File: src/rtl/sr_drive_sequencer.sv
// Drives the active-low S/R inputs of a cross-coupled latch with timed,
// mutually exclusive pulses and checks the latch feedback afterwards.
module sr_drive_sequencer #(
   parameter int unsigned PULSE_W = 4,
   parameter int unsigned GAP_W   = 2,
   parameter int unsigned CNT_W   = 4
) (
   input  logic clk,
   input  logic rst,
   input  logic set_req,
   input  logic clr_req,
   input  logic q_fb,
   input  logic qb_fb,
   output logic s_n,
   output logic r_n,
   output logic busy,
   output logic done,
   output logic err
);

   typedef enum logic [1:0] {
      IDLE,
      PULSE,
      GAP
   } state_t;

   state_t           state_q;
   logic [CNT_W-1:0] cnt_q;
   logic             op_q;
   logic             s_n_q;
   logic             r_n_q;
   logic             busy_q;
   logic             done_q;
   logic             err_q;

   always_ff @(posedge clk) begin
      if (rst) begin
         state_q <= IDLE;
         cnt_q   <= '0;
         op_q    <= 1'b0;
         s_n_q   <= 1'b1;
         r_n_q   <= 1'b1;
         busy_q  <= 1'b0;
         done_q  <= 1'b0;
         err_q   <= 1'b0;
      end else begin
         done_q <= 1'b0;
         err_q  <= 1'b0;
         unique case (state_q)
            IDLE: begin
               if (set_req && clr_req) begin
                  err_q <= 1'b1;
               end else if (set_req || clr_req) begin
                  state_q <= PULSE;
                  op_q    <= set_req;
                  s_n_q   <= ~set_req;
                  r_n_q   <= set_req;
                  busy_q  <= 1'b1;
                  cnt_q   <= CNT_W'(PULSE_W - 1);
               end
            end
            PULSE: begin
               if (cnt_q == '0) begin
                  state_q <= GAP;
                  s_n_q   <= 1'b1;
                  r_n_q   <= 1'b1;
                  cnt_q   <= CNT_W'(GAP_W - 1);
               end else begin
                  cnt_q <= cnt_q - CNT_W'(1);
               end
            end
            GAP: begin
               if (cnt_q == '0) begin
                  state_q <= IDLE;
                  busy_q  <= 1'b0;
                  done_q  <= 1'b1;
                  // (1,1) and (0,0) fail both comparisons
                  if (op_q)
                     err_q <= ~(q_fb & ~qb_fb);
                  else
                     err_q <= ~(~q_fb & qb_fb);
               end else begin
                  cnt_q <= cnt_q - CNT_W'(1);
               end
            end
            default: begin
               state_q <= IDLE;
               s_n_q   <= 1'b1;
               r_n_q   <= 1'b1;
               busy_q  <= 1'b0;
            end
         endcase
      end
   end

   assign s_n  = s_n_q;
   assign r_n  = r_n_q;
   assign busy = busy_q;
   assign done = done_q;
   assign err  = err_q;

endmodule

File: config.mk
export PLATFORM = sky130hd
export DESIGN_NAME = sr_drive_sequencer
export DESIGN_NICKNAME = d
export VERILOG_FILES = /design/src/rtl/sr_drive_sequencer.sv
export SDC_FILE = /design/constraint.sdc
export NUM_CORES = 1
export LEC_CHECK = 0
export CORE_MARGIN = 2
export CORE_UTILIZATION = 46
export CTS_BUF_LIST = sky130_fd_sc_hd__clkbuf_16
export CTS_CLUSTER_SIZE = 30
export DETAILED_ROUTE_END_ITERATION = 8
export PLACE_DENSITY = 0.76
export SLEW_MARGIN = 20
export SYNTH_ARGS = -nofsm -noshare
export SYNTH_HDL_FRONTEND = slang
export SYNTH_SLANG_ARGS = --single-unit
File: constraint.sdc
create_clock -name clk -period 1.6 [get_ports clk]
set_input_delay 0.24 -clock clk [delete_from_list [all_inputs] [get_ports clk]]
set_output_delay 0.24 -clock clk [all_outputs]
set_load 0.01 [all_outputs]
==> results of run 1 <==
## what timing repair did
item | 4_1_cts | 5_1_grt
pin swaps | 1 | 4
setup buffers | 0 | 0
gates resized for setup | 5 | 19
endpoints found under the setup margin | 7 | 9
## cells by family after synthesis
logic type	after synthesis
adder cells (fa/ha/maj)	8
multiplexers	1
buffers and inverters	10
AND/OR/NAND/NOR	28
AO/OA/AOI/OAI	26
flip-flops	12
## path summary, 6_finish.rpt
| check | startpoint | end | slack, ns | cells past startpoint |
|---|---|---|---|---|
| hold reg to reg | op_q | op_q | 0.48 | 2 |
| setup reg to reg | state_q[0] | cnt_q[3] | 0.05 | 7 |
| setup / recovery | state_q[0] | cnt_q[3] | 0.05 | 7 |
| hold / removal | op_q | op_q | 0.48 | 2 |
## Yosys cell counts (2+ instances only)
| master | instances |
|---|---|
| nand2_1 | 5 |
| ha_1 | 8 |
| a211oi_1 | 2 |
| buf_2 | 2 |
| nor3_1 | 6 |
| nor2_1 | 10 |
| a21oi_1 | 8 |
| a311oi_1 | 2 |
| o21ai_0 | 4 |
| nand3_1 | 2 |
| inv_1 | 7 |
| dfxtp_1 | 12 |
## layer usage
layer	up-vias	GRT usage [%]	wire length, um
met3	4	7.50	68
met4	0	9.09	22
met5	-	0	0
li1	350	-	-
met1	330	25.8	841
met2	12	33.2	862
## area by class of cell
cell class | count | area, um2 | area share, %
multi-input cells | 63 | 500 | 46.3
flip-flops and latches | 12 | 245 | 22.7
repair buffers | 24 | 210 | 19.4
clock buffers | 3 | 75.1 | 6.94
inverters | 7 | 26.3 | 2.43
well taps | 16 | 20.0 | 1.85
clock inverters | 1 | 3.75 | 0.347
## sequential cells by signal, indices dropped and copies added, names as in the netlist
register and flops:
cnt_q 4, busy 1, err 1, op_q 1, state_q 2, done 1
r_n 1, s_n 1
## power groups by stage
stage	Sequential [mW]	Clock, mW	Combinational [mW]
floorplan	0.456	0	0.571
CTS	0.444	0.479	0.979
detailed placement	0.448	0	0.918
finish	0.460	0.466	1.08
global route	0.476	0.500	1.18
global placement	0.441	0	0.892
## worst min-delay path: cells and delay by family, from the launching register on
family | cells | cell delay (ns)
flops | 1 | 0.32
simple gates | 1 | 0.06
compound gates | 1 | 0.05
==> metrics.txt, run 1 <==
CP required=about 1.8 ns; Synth Area in Adders=13.9%; TritonRoute pass-1 iters=4; #FFs+latches synth=12; multiplexer share of the synthesized area=1.39%; status=complete, no violations; final wirelength=1800 um; Initial Util=48.4%; Syn Inst Count=85; # rows=14; Slew @ Worst Pin=between 0.4 and 0.5 ns; max frequency=647 MHz; WHS=0.477 ns; Rel. slew slack=73.2%; grt ovf=0; utilization after layout=72.6%; hpwl dp=about 1300 um; Tot GR Track Use=21.1%; Core Area=1490 um2; I/O Buffers=10; Filler Cell Count=99; crit end category=flip-flop; slack of the critical path=0.0542 ns; commonest non-fill, non-tap cell in the layout=buf_4; layout cells sized above 1=33.6%; critical-path maximum fanout=5; cts bufs inserted=3; largest net degree at the start of global routing=11; Vias/cell=5.52; Setup Crit Path Kind=flip-flop to flip-flop; clock slew at reported path FFs=roughly 0.040 ns; Synthesized Nets=99; largest family of logic cells by synthesized area=compound AO/OA/AOI/OAI gates; Lkg Pwr=0.446 nW; Pwr per Cell Area=1860 nW/um2; Sink Count=12; most frequent cells in the layout=13 x buf_4, 10 x nor2_1, 8 x dfxtp_1, 8 x clkdlybuf4s50_1, 7 x a21oi_1; Synth warnings=0; first-pass GRT wire length=2900 um; distinct cell type count after synthesis=29; crit-path cells=inv_1 > ha_2 > o21ai_0 > buf_4 > nor2_1 > nand4b_1 > a21oi_2; Slew Viols, Final=0; crit path time final=roughly 1.5 ns; Simple-Gate Fraction of Synth Area=approximately 20%; clock power share=between 20 and 25%; Comb pwr share=54.0%; via count of the first global-routing pass=about 650; final std cells w/o fill=roughly 130; Initial DRC Count=23; Sw Ratio=36.9%; setup TNS=0 ns; RSZ-0062 raised after global routing=yes; Final Skew=0.00156 ns; register area share after synthesis=33.3%; critical path's top delay family=flip-flops; final setup vio count=0; Worst EP arrival=1.72 ns; post-DR wirelength/cell=between 10 and 15 um; vias post-DR=696; dpl ws=-0.399 ns; Final ANT Viol Nets=0; Yosys top cell area share=33.3%; async set-reset flop share out of synthesis=0%; compound-gate portion of the synthesized area=25.2%; maximum vdd drop=1.06 mV; GP Congestion=0.914; CP peak stage delay=0.33 ns; Tot Pwr=2.01 mW; CTS Hold Buffers Added=0; Hold WC Path Type=flip-flop to flip-flop; Int Pwr=around 1.3 mW; Ports=11; drt drc=0; Design Area, Final=1080 um2; crit share post-route=between 90% and 100%; Die Y=about 44 um; final-stage net count=roughly 130; dpl cells=between 100 and 150; Synth Area in XOR/XNOR=0%; Synth area leader=dfxtp_1; CTS H-Tree Depth=1; final hold violation count=0; Diodes inserted=0; DP Area=925 um2; Syn Area/Cell=between 8 and 9 um2; ranking of synthesized cells by area=dfxtp_1 33%, ha_1 14%, a21oi_1 5.6%; initial antenna violation count=0; CTS tree=done; Worst-Skew Late Latency=0.24 ns; Die ar.=1900 um2; switching power=741 uW; Slowest-stage cell, CP=dfxtp_2; max cap viols=0; Post-synth EDFFs=0; Die Wd=43.6 um; Worst setup SP type=flip-flop; Post-Syn Area=721 um2; clock buffer depth=2; root buffer cell=clkbuf_16; crit path buf inv count=2; Reg power frac=22.9%; Main synth FF type=dfxtp_1; Layout area overhead=50.0%
Power figures use the tool's default switching activity.
==> inputs of run 2 (changes only) <==
ABC_CLOCK_PERIOD_IN_PS = 1600   (was default)
==> results of run 2 <==
The final DEF is identical to that of run 1; final timing and power are the same.
